===== src/rtl/pattern_round_ctrl_if.sv =====
// Generator-side bus of the pattern game sequencer.
// The controller (master) drives the generator's access/ld/from_manoj/
// difficulty controls and receives the generator's 21-bit concat pattern.
interface pattern_round_ctrl_if;
  logic        gen_access;
  logic        gen_ld;
  logic        gen_from_manoj;
  logic [1:0]  gen_difficulty;
  logic [20:0] pattern_in;

  modport master (
    output gen_access,
    output gen_ld,
    output gen_from_manoj,
    output gen_difficulty,
    input  pattern_in
  );

  modport slave (
    input  gen_access,
    input  gen_ld,
    input  gen_from_manoj,
    input  gen_difficulty,
    output pattern_in
  );
endinterface


===== src/rtl/pattern_round_ctrl.sv =====
// Game sequencer for the random-segment pattern generator.
// Seeds the generator for a player-timing-dependent number of cycles, lets it
// draw for SHOW_CYCLES, blanks for two cycles, then opens a timed answer
// window and scores the player's 21-bit switch entry against the captured
// pattern. Tracks score, lives, round number and difficulty level.
// Optional build macro FAST_BONUS_EN: a correct answer given within the first
// quarter of the answer window scores 2 instead of 1.
module pattern_round_ctrl #(
  parameter int SHOW_CYCLES      = 100,
  parameter int ANSWER_CYCLES    = 1000,
  parameter int LIVES_INIT       = 3,
  parameter int ROUNDS_PER_LEVEL = 4,
  parameter int SEED_MIN         = 4
) (
  input  logic                  clk,
  input  logic                  reset,
  input  logic                  start,
  input  logic                  submit,
  input  logic [20:0]           player_pattern,
  pattern_round_ctrl_if.master  gen,
  output logic [7:0]            score,
  output logic [2:0]            lives,
  output logic [7:0]            round_no,
  output logic                  show_active,
  output logic                  answer_open,
  output logic                  match_pulse,
  output logic                  miss_pulse,
  output logic                  game_over
);

  // One shared phase counter covers the seed, draw, blank and answer phases.
  localparam int SEED_MAX = SEED_MIN + 31;
  localparam int CNT_MAX0 = (SHOW_CYCLES > SEED_MAX) ? SHOW_CYCLES : SEED_MAX;
  localparam int CNT_MAX  = (ANSWER_CYCLES > CNT_MAX0) ? ANSWER_CYCLES : CNT_MAX0;
  localparam int CNT_W    = $clog2(CNT_MAX + 1);

  typedef enum logic [2:0] {
    IDLE,
    SEED,
    DRAW,
    BLANK,
    ANSWER,
    GAME_OVER
  } state_t;

  state_t           state;
  logic [CNT_W-1:0] cnt;
  logic [7:0]       lfsr;
  logic [20:0]      pat_q;
  logic [1:0]       level;

  logic [CNT_W-1:0] seed_load;
  logic             answer_hit;
  logic             timeout_hit;
  logic [8:0]       score_sum;
  logic [7:0]       score_next;
  logic             level_up;

  assign gen.gen_difficulty = level;
  assign seed_load   = CNT_W'(SEED_MIN) + CNT_W'(lfsr[4:0]);
  assign answer_hit  = (player_pattern == pat_q);
  assign timeout_hit = (cnt == CNT_W'(ANSWER_CYCLES - 1));

  // Free-running x^8+x^6+x^5+x^4+1 Fibonacci LFSR; seed length follows player timing.
  always_ff @(posedge clk or posedge reset) begin
    if (reset) lfsr <= 8'hA5;
    else       lfsr <= {lfsr[6:0], lfsr[7] ^ lfsr[5] ^ lfsr[4] ^ lfsr[3]};
  end

  // Score after a correct answer (saturating) and whether it earns a level.
  always_comb begin
    score_sum = {1'b0, score} + 9'd1;
`ifdef FAST_BONUS_EN
    if (cnt < CNT_W'(ANSWER_CYCLES / 4)) score_sum = {1'b0, score} + 9'd2;
`endif
    score_next = score_sum[8] ? 8'hFF : score_sum[7:0];
`ifdef FAST_BONUS_EN
    level_up = (level != 2'd3) &&
               ((int'(score_next) / ROUNDS_PER_LEVEL) != (int'(score) / ROUNDS_PER_LEVEL));
`else
    level_up = (level != 2'd3) && ((int'(score_next) % ROUNDS_PER_LEVEL) == 0);
`endif
  end

  // Round sequencer; every output is set on the edge that enters its state.
  always_ff @(posedge clk or posedge reset) begin
    if (reset) begin
      state              <= IDLE;
      cnt                <= '0;
      pat_q              <= '0;
      level              <= '0;
      score              <= '0;
      lives              <= '0;
      round_no           <= '0;
      gen.gen_access     <= 1'b0;
      gen.gen_ld         <= 1'b1;
      gen.gen_from_manoj <= 1'b0;
      show_active        <= 1'b0;
      answer_open        <= 1'b0;
      match_pulse        <= 1'b0;
      miss_pulse         <= 1'b0;
      game_over          <= 1'b0;
    end else begin
      match_pulse <= 1'b0;
      miss_pulse  <= 1'b0;
      case (state)
        IDLE, GAME_OVER: begin
          if (start) begin
            lives          <= 3'(LIVES_INIT);
            score          <= '0;
            round_no       <= '0;
            level          <= '0;
            game_over      <= 1'b0;
            gen.gen_access <= 1'b1;
            gen.gen_ld     <= 1'b0;
            cnt            <= seed_load;
            state          <= SEED;
          end
        end
        SEED: begin
          if (cnt <= CNT_W'(1)) begin
            gen.gen_ld         <= 1'b1;
            gen.gen_from_manoj <= 1'b1;
            show_active        <= 1'b1;
            cnt                <= CNT_W'(SHOW_CYCLES);
            state              <= DRAW;
          end else begin
            cnt <= cnt - CNT_W'(1);
          end
        end
        DRAW: begin
          if (cnt <= CNT_W'(1)) begin
            pat_q              <= gen.pattern_in;
            gen.gen_from_manoj <= 1'b0;
            show_active        <= 1'b0;
            cnt                <= CNT_W'(2);
            state              <= BLANK;
          end else begin
            cnt <= cnt - CNT_W'(1);
          end
        end
        BLANK: begin
          if (cnt <= CNT_W'(1)) begin
            answer_open <= 1'b1;
            cnt         <= '0;
            state       <= ANSWER;
          end else begin
            cnt <= cnt - CNT_W'(1);
          end
        end
        ANSWER: begin
          if (submit && answer_hit) begin
            match_pulse <= 1'b1;
            score       <= score_next;
            round_no    <= round_no + 8'd1;
            if (level_up) level <= level + 2'd1;
            answer_open <= 1'b0;
            gen.gen_ld  <= 1'b0;
            cnt         <= seed_load;
            state       <= SEED;
          end else if (submit || timeout_hit) begin
            miss_pulse  <= 1'b1;
            lives       <= lives - 3'd1;
            round_no    <= round_no + 8'd1;
            answer_open <= 1'b0;
            if (lives == 3'd1) begin
              game_over      <= 1'b1;
              gen.gen_access <= 1'b0;
              state          <= GAME_OVER;
            end else begin
              gen.gen_ld <= 1'b0;
              cnt        <= seed_load;
              state      <= SEED;
            end
          end else begin
            cnt <= cnt + CNT_W'(1);
          end
        end
        default: begin
          state <= IDLE;
        end
      endcase
    end
  end

endmodule


===== src/flat_wrapper.sv =====
// flat-port wrapper written by rule: the top's interface ports become plain ports
module pattern_round_ctrl_flat 
#(
  parameter int SHOW_CYCLES      = 100,
  parameter int ANSWER_CYCLES    = 1000,
  parameter int LIVES_INIT       = 3,
  parameter int ROUNDS_PER_LEVEL = 4,
  parameter int SEED_MIN         = 4
)
  (clk, reset, start, submit, player_pattern, score, lives, round_no, show_active, answer_open, match_pulse, miss_pulse, game_over, gen_gen_access, gen_gen_ld, gen_gen_from_manoj, gen_gen_difficulty, gen_pattern_in);
  pattern_round_ctrl_if gen_i ();
  input  logic clk;
  input  logic reset;
  input  logic start;
  input  logic submit;
  input  logic [20:0] player_pattern;
  output logic [7:0] score;
  output logic [2:0] lives;
  output logic [7:0] round_no;
  output logic show_active;
  output logic answer_open;
  output logic match_pulse;
  output logic miss_pulse;
  output logic game_over;
  output wire logic [$bits(gen_i.gen_access)-1:0] gen_gen_access;
  output wire logic [$bits(gen_i.gen_ld)-1:0] gen_gen_ld;
  output wire logic [$bits(gen_i.gen_from_manoj)-1:0] gen_gen_from_manoj;
  output wire logic [$bits(gen_i.gen_difficulty)-1:0] gen_gen_difficulty;
  input wire logic [$bits(gen_i.pattern_in)-1:0] gen_pattern_in;
  assign gen_gen_access = gen_i.gen_access;
  assign gen_gen_ld = gen_i.gen_ld;
  assign gen_gen_from_manoj = gen_i.gen_from_manoj;
  assign gen_gen_difficulty = gen_i.gen_difficulty;
  assign gen_i.pattern_in = gen_pattern_in;
  pattern_round_ctrl #(.SHOW_CYCLES(SHOW_CYCLES), .ANSWER_CYCLES(ANSWER_CYCLES), .LIVES_INIT(LIVES_INIT), .ROUNDS_PER_LEVEL(ROUNDS_PER_LEVEL), .SEED_MIN(SEED_MIN)) u_core (.clk(clk), .reset(reset), .start(start), .submit(submit), .player_pattern(player_pattern), .gen(gen_i), .score(score), .lives(lives), .round_no(round_no), .show_active(show_active), .answer_open(answer_open), .match_pulse(match_pulse), .miss_pulse(miss_pulse), .game_over(game_over));
endmodule

===== config.mk =====
export PLATFORM = sky130hd
export DESIGN_NAME = pattern_round_ctrl_flat
export DESIGN_NICKNAME = d
export VERILOG_FILES = /design/src/rtl/pattern_round_ctrl_if.sv /design/src/rtl/pattern_round_ctrl.sv /design/src/flat_wrapper.sv
export SDC_FILE = /design/constraint.sdc
export NUM_CORES = 1
export LEC_CHECK = 0
export CAP_MARGIN = 20
export CORE_ASPECT_RATIO = 0.75
export CORE_MARGIN = 2
export CORE_UTILIZATION = 57
export DETAILED_ROUTE_END_ITERATION = 8
export PLACE_DENSITY = 0.83
export SLEW_MARGIN = 20
export SYNTH_ARGS = -nofsm -noshare
export SYNTH_HDL_FRONTEND = slang
export SYNTH_SLANG_ARGS = --single-unit

===== constraint.sdc =====
create_clock -name clk -period 5.8 [get_ports clk]
set_input_delay 1.74 -clock clk [delete_from_list [all_inputs] [get_ports clk]]
set_output_delay 1.74 -clock clk [all_outputs]
set_load 0.02 [all_outputs]

==> run summary, run 1 <==
total CTS buffers: 9
total track usage: 26.39%
final worst path period share: 68.48%
ys flop type: dfrtp_1
commonest non-fill, non-tap cell in the layout: clkdlybuf4s50_1
register bit total from synthesis: 70
Die Y: 76.05 um
number of global-route vias before repair: 3,261
critical path's most frequent cell: a31oi_1
CP required: 6.04 ns
Yosys warning total: 0
Worst Max-Slew Pin Slew: 1.027 ns
asr flop ratio synth: 100.0%
initial DRC count: 169
row cnt: 26
met1 Use GR: 36.67%
die width: 100.1 um
die area: 7609 um^2
CP Capture Type: flop
hpwl dp: 6843 um
Leakage: 2.140 nW
initial core utilization: 58.30%
Max Slew Vio Count: 0
DRT Wirelength: 9528 um
busiest grt layer: met2
share of layout cells above drive strength 1: 11.13%
Peak VDD IR: 0.1749 mV
core area: 6766 um^2
mean area per synthesized cell: 9.838 um^2
PD cells: 363.7 nW/um^2
vias: 3,386
PostCTS Resize Cnt: 0
Post-synth EDFFs: 0
Synth cell types: 54
DRC viols: 0
critical path's largest stage delay: 0.70 ns
M3 GR Usage: 7.064%
area delta synth->final: 24.71%
clock power share: 22.9%
post-synth top area cell: dfrtp_1
GPL Wtd Cong: 0.8844
Setup WS pre-CTS: 1.557 ns
Synth top area share: 41.23%
final core utilization: 72.71%
Cell Chain, Critical Path: clkdlybuf4s50_1, a31oi_1, nor2_1, a31oi_1, buf_4, nand2_1, a221o_1
grt met2 use: 40.47%
global route total overflow: 0
Max Clock Freq: 0.2518 GHz
slowest stage cell, crit path: a31oi_1
sw power: 690.1 uW
status: completed
final worst slack: 1.828 ns
Via-to-Cell Ratio: 6.046
commonest non-fill, non-tap cells in the layout: clkdlybuf4s50_1 (74), dfrtp_1 (65), nor2_1 (41)
Synth Instances: 401
combinational power share: 36.2%
H-tree depth: 3
CTS root buffer: clkbuf_8
Final Hold Viols: 0
sequential-to-total area share from yosys stat: 44.56%
CTS tree: done
max-capacitance violation count: 0
largest cells by area after synthesis: dfrtp_1 (41%), mux2_4 (7.2%), xor2_1 (4.0%)
first-pass GRT wire length: 15,950 um
worst relative slew slack: 31.02%
FILL cells: 485
input/output buffers: 74
# clock sinks: 70
n_diodes: 0
HP Class: flop to flop
Power Internal: 1.099 mW
sequential share of power: 40.9%
Synthesized Nets: 456
total I/O pin count: 75
pin count of the biggest net entering global routing: 43
initial antenna violation count: 0
Sw Ratio: 38.57%
WS Path Type: primary input to flop
cts hold-fix bufs: 0
final setup TNS: 0 ns
Max Fanout on Critical Path: 13
final setup vio count: 0
nets: 526
RSZ-0062 raised after global routing: no
critical path arrival: 4.21 ns
Storage cell area: 1758 um^2
area occupied by multi-input gates: 2052 um^2
Detail Route Antenna Nets: 0
1st-pass router iterations: 5
skew final: 0.01134 ns
clock latency on the worst-skew pair: 0.36 ns
mapped cell area: 3945 um^2
clk buf depth: 2
clk slew on worst S/H paths: 0.09 ns
setup bufs post-CTS: 0
post-layout min period: 3.972 ns
DR WL/cell: 17.01 um
CP Launch Type: primary input
area by class of cell:
type                            instances  area share (%)
Clock inverter                          7           1.628
Tap cell                               84           2.136
Inverter                               10          0.7630
Timing Repair Buffer                   77           15.51
Sequential cell                        70           35.73
Clock buffer                            9           2.518
Multi-Input combinational cell        303           41.71
synthesized netlist by cell type (2+ instances only):
cell type  count
a221o_1        2
nand4_1       12
dfstp_2        5
mux2_2         3
and3_1         8
buf_2          3
nor2b_1        5
nand3_1       13
a211oi_1       6
inv_1         10
a22oi_1        4
or2_2          2
dfrtp_1       65
a22o_1         2
o21ai_0       16
o22ai_1        7
nor4_1         7
clkbuf_1      11
buf_6          3
or3_1          4
nor3_1         7
a21oi_1       18
a31oi_1        9
o2bb2ai_1      4
nand2b_1      10
nand3b_1       2
ha_1           9
xor2_1        18
xnor2_1       14
nor2_1        41
mux2_4        19
nand2_1       34
nor3b_1        3
and2_1         5
routing by layer:
layer	up-vias	routed length [um]
li1	1579	-
met1	1643	4187
met2	142	4508
met3	22	664
met4	0	168
met5	-	0
worst max-delay path: cells and delay by family:
| kind | cells | cell delay, ns |
|---|---|---|
| compound gates | 3 | 1.31 |
| simple gates | 2 | 0.43 |
| buf+inv | 2 | 0.72 |
stage by stage:
| step | total power, mW | std cells | hold slack [ns] | cell area, um^2 |
|---|---|---|---|---|
| after global placement | 1.345 | 544 | 0.3364 | 4716 |
| after floorplan | 1.195 | 401 | 0.3330 | 3945 |
| after global routing | 1.892 | 560 | 0.3696 | 4920 |
| after detailed placement | 1.371 | 544 | 0.3503 | 4716 |
| final | 1.789 | 560 | 0.3662 | 4920 |
| after CTS | 1.783 | 560 | 0.3721 | 4920 |
flip-flops by register name, indices dropped and copies added, names as in the netlist:
| signal | flops |
|---|---|
| u_core.score | 8 |
| u_core.round_no | 8 |
| u_core.miss_pulse | 1 |
| u_core.gen.gen_from_manoj | 1 |
| u_core.match_pulse | 1 |
| u_core.gen.gen_difficulty | 2 |
| u_core.pat_q | 21 |
| u_core.lfsr | 8 |
| u_core.answer_open | 1 |
| u_core.state | 3 |
| u_core.gen.gen_access | 1 |
| u_core.lives | 3 |
| u_core.cnt | 10 |
| u_core.gen.gen_ld | 1 |
| u_core.game_over | 1 |
final timing paths:
| check | slack [ns] | from | cells past startpoint | to |
|---|---|---|---|---|
| worst min-delay path | 0.37 | u_core.lfsr[6] | 0 | u_core.lfsr[7] |
| worst max-delay path | 1.83 | submit | 7 | u_core.cnt[3] |
| max in group asynchronous | 3.05 | reset | 3 | u_core.gen.gen_ld |
| worst max register to register | 2.77 | u_core.cnt[0] | 8 | u_core.cnt[3] |
| worst min register to register | 0.37 | u_core.lfsr[6] | 0 | u_core.lfsr[7] |
| min in group asynchronous | 1.78 | reset | 2 | u_core.pat_q[18] |
power by group through the flow:
| stage | logic, mW | clock network, mW | registers [mW] |
|---|---|---|---|
| global route | 0.710 | 0.431 | 0.751 |
| finish | 0.647 | 0.410 | 0.732 |
| global placement | 0.615 | 0 | 0.729 |
| floorplan | 0.521 | 0 | 0.673 |
| CTS | 0.643 | 0.414 | 0.727 |
| detailed placement | 0.638 | 0 | 0.732 |
kinds of logic after synthesis:
group | synth area share, %
AO/OA/AOI/OAI | 12.81
XOR/XNOR | 7.104
adder cells (fa/ha/maj) | 2.854
buffers and inverters | 3.425
flip-flops | 44.56
multiplexers | 8.341
AND/OR/NAND/NOR | 20.90
Power figures use the tool's default switching activity.
==> run 2, diff against run 1 <==
--- a/config.mk
+++ b/config.mk
@@ -8,9 +8,9 @@
 export CAP_MARGIN = 20
 export CORE_ASPECT_RATIO = 0.75
 export CORE_MARGIN = 2
-export CORE_UTILIZATION = 57
+export CORE_UTILIZATION = 47
 export DETAILED_ROUTE_END_ITERATION = 8
-export PLACE_DENSITY = 0.83
+export PLACE_DENSITY = 0.73
 export SLEW_MARGIN = 20
 export SYNTH_ARGS = -nofsm -noshare
 export SYNTH_HDL_FRONTEND = slang
==> constraint.sdc (replaced) <==
create_clock -name clk -period 3.2 [get_ports clk]
set_input_delay 0.96 -clock clk [delete_from_list [all_inputs] [get_ports clk]]
set_output_delay 0.96 -clock clk [all_outputs]
set_load 0.02 [all_outputs]
==> run summary, run 2 (synthesized netlist as in run 1, its figures left out) <==
status: completed
CP bufs+invs: 1 (-1)
Via-to-Cell Ratio: 5.670 (-6.2%)
post-layout min period: 2.733 ns
worst hold margin: 0.3563 ns (-0.009926 ns)
biggest regs: u_core.pat_q: 21 flops, u_core.cnt: 10 flops
input/output buffers: 74 (unchanged)
clock power share: 22.9% (about the same)
sw power: 1.238 mW (+79%)
pin count of the biggest net entering global routing: 25 (-42%)
total track usage: 22.40% (-4.0 points)
PostCTS Resize Cnt: 0 (unchanged)
sequential share of power: 40.7% (-0.2 points)
combinational power share: 36.4% (+0.2 points)
initial antenna violation count: 0 (unchanged)
Die Y: 83.35 um (+9.6%)
DRT Wirelength: 9477 um (-0.54%)
Worst Max-Slew Pin Slew: 1.079 ns (+0.05194 ns)
clk buf depth: 2 (unchanged)
Power Internal: 2.011 mW (+83%)
post-route cell area: 5024 um^2 (+2.1%)
total I/O pin count: 75 (unchanged)
Final Hold Viols: 0 (unchanged)
H-tree depth: 3 (unchanged)
core area: 8023 um^2 (+19%)
Cell Chain, Critical Path: or4_4, nor4_4, buf_4, nand2b_1, nor2_1, o22ai_1, nand2_1, a221o_1
worst relative slew slack: 27.53% (-3.5 points)
vias: 3,334 (-1.5%)
die area: 9150 um^2 (+20%)
Worst Setup SP: u_core.cnt[5]
final setup vio count: 0 (unchanged)
final core utilization: 62.62% (-10 points)
area delta synth->final: 27.34%
RSZ-0062 raised after global routing: no
n_diodes: 0 (unchanged)
final worst path period share: 85.42%
HP Class: flop to flop
cell family with most CP delay: simple AND/OR/NAND/NOR gates
number of global-route vias before repair: 3,187 (-2.3%)
slowest stage cell, crit path: or4_4
clk slew on worst S/H paths: 0.09 ns (about the same)
final setup TNS: 0 ns (unchanged)
WS Path Type: flop to flop
GPL Wtd Cong: 0.8756 (-1.0%)
critical path's largest stage delay: 0.61 ns (-0.09 ns)
setup bufs post-CTS: 0 (unchanged)
WL met2: 4135 um (-8.3%)
clock latency on the worst-skew pair: 0.35 ns (about the same)
first-pass GRT wire length: 16,130 um (+1.1%)
DRC viols: 0 (unchanged)
nets: 533 (+1.3%)
Max Slew Vio Count: 0 (unchanged)
Sw Ratio: 38.10% (-0.47 points)
CP Launch Type: flop
hpwl dp: 7016 um (+2.5%)
Detail Route Antenna Nets: 0 (unchanged)
commonest non-fill, non-tap cell in the layout: clkdlybuf4s50_1
row cnt: 28 (+7.7%)
commonest non-fill, non-tap cells in the layout: clkdlybuf4s50_1 (74), dfrtp_1 (65), nor2_1 (41)
DRT met1 WL: 4509 um (+7.7%)
# clock sinks: 70 (unchanged)
CTS root buffer: clkbuf_8
initial core utilization: 49.17% (-9.1 points)
Leakage: 2.184 nW (+2.1%)
cts hold-fix bufs: 0 (unchanged)
DR WL/cell: 16.12 um (-5.3%)
max-capacitance violation count: 0 (unchanged)
initial DRC count: 190 (+12%)
CP Capture Type: flop
Peak VDD IR: 0.3259 mV (+86%)
1st-pass router iterations: 5 (unchanged)
HP Start: u_core.lfsr[6]
skew final: 0.01160 ns (+0.0002689 ns)
met3 routed WL: 762 um (+15%)
Max Clock Freq: 0.3659 GHz
PD cells: 646.7 nW/um^2 (+78%)
die width: 109.8 um (+9.7%)
RR Startpoint: u_core.cnt[5]
top sig layer: met4
max FFs per register: 21 (unchanged)
Max Fanout on Critical Path: 9 (-4)
share of layout cells above drive strength 1: 12.42% (+1.3 points)
CTS tree: done
Area after DPL: 4820 um^2 (+2.2%)
total CTS buffers: 9 (unchanged)
flop2flop setup slack: 0.47 ns (-2.30 ns)
Top reg by flops: u_core.pat_q
global route total overflow: 0 (unchanged)
CP required: 3.43 ns (-2.61 ns)
Power, Total: 3.249 mW (+82%)
critical path arrival: 2.97 ns (-1.24 ns)
run 2: cell count changes in the layout (fill, tap and decap cells not counted):
cell / previous run / this run
buf_12: 0 / 2
buf_4: 3 / 8
clkinv_4: 2 / 1
inv_6: 2 / 3
run 2: final cells by class:
class | count | area (um^2)
clock inverter | 7 | 80.08
fill | 665 | 2999
sequential | 70 | 1758
clock buffer | 9 | 123.9
inverter | 10 | 37.54
tap | 105 | 131.4
timing repair buffer | 84 | 840.8
multi-input combinational | 303 | 2052
run 2: worst paths after layout:
| path | end | cells after the start |
|---|---|---|
| worst min register to register | u_core.lfsr[7] | 0 |
| min in group asynchronous | u_core.lfsr[6] | 2 |
| worst max register to register | u_core.cnt[3] | 8 |
| worst max-delay path | u_core.cnt[3] | 8 |
| max in group asynchronous | u_core.gen.gen_from_manoj | 3 |
| worst min-delay path | u_core.lfsr[7] | 0 |
run 2: power groups by stage:
stage               sequential, mW  clock (mW)  combinational, mW
finish                        1.32       0.743               1.18
global route                  1.36       0.804               1.31
CTS                           1.32       0.758               1.18
detailed placement            1.33           0               1.17
global placement              1.33           0               1.15
floorplan                     1.22           0              0.945
run 2: metrics by stage:
stage | worst slack, ns | std cells
floorplan | 0.4801 | 401
global placement | 0.2226 | 572
detailed placement | 0.1968 | 572
CTS | 0.4742 | 588
global route | 0.3432 | 588
finish | 0.4667 | 588
run 2: routing by layer:
layer | GRT usage [%] | up-vias
li1 | - | 1589
met1 | 33.65 | 1607
met2 | 31.73 | 128
met3 | 6.986 | 10
met4 | 4.258 | 0
met5 | 0 | -
==> run 3, diff against run 2 <==
--- a/config.mk
+++ b/config.mk
@@ -11,6 +11,7 @@
 export CORE_UTILIZATION = 47
 export DETAILED_ROUTE_END_ITERATION = 8
 export PLACE_DENSITY = 0.73
+export SETUP_SLACK_MARGIN = 0.02
 export SLEW_MARGIN = 20
 export SYNTH_ARGS = -nofsm -noshare
 export SYNTH_HDL_FRONTEND = slang
==> results of run 3 <==
The final DEF is identical to that of run 2; final timing and power are the same.
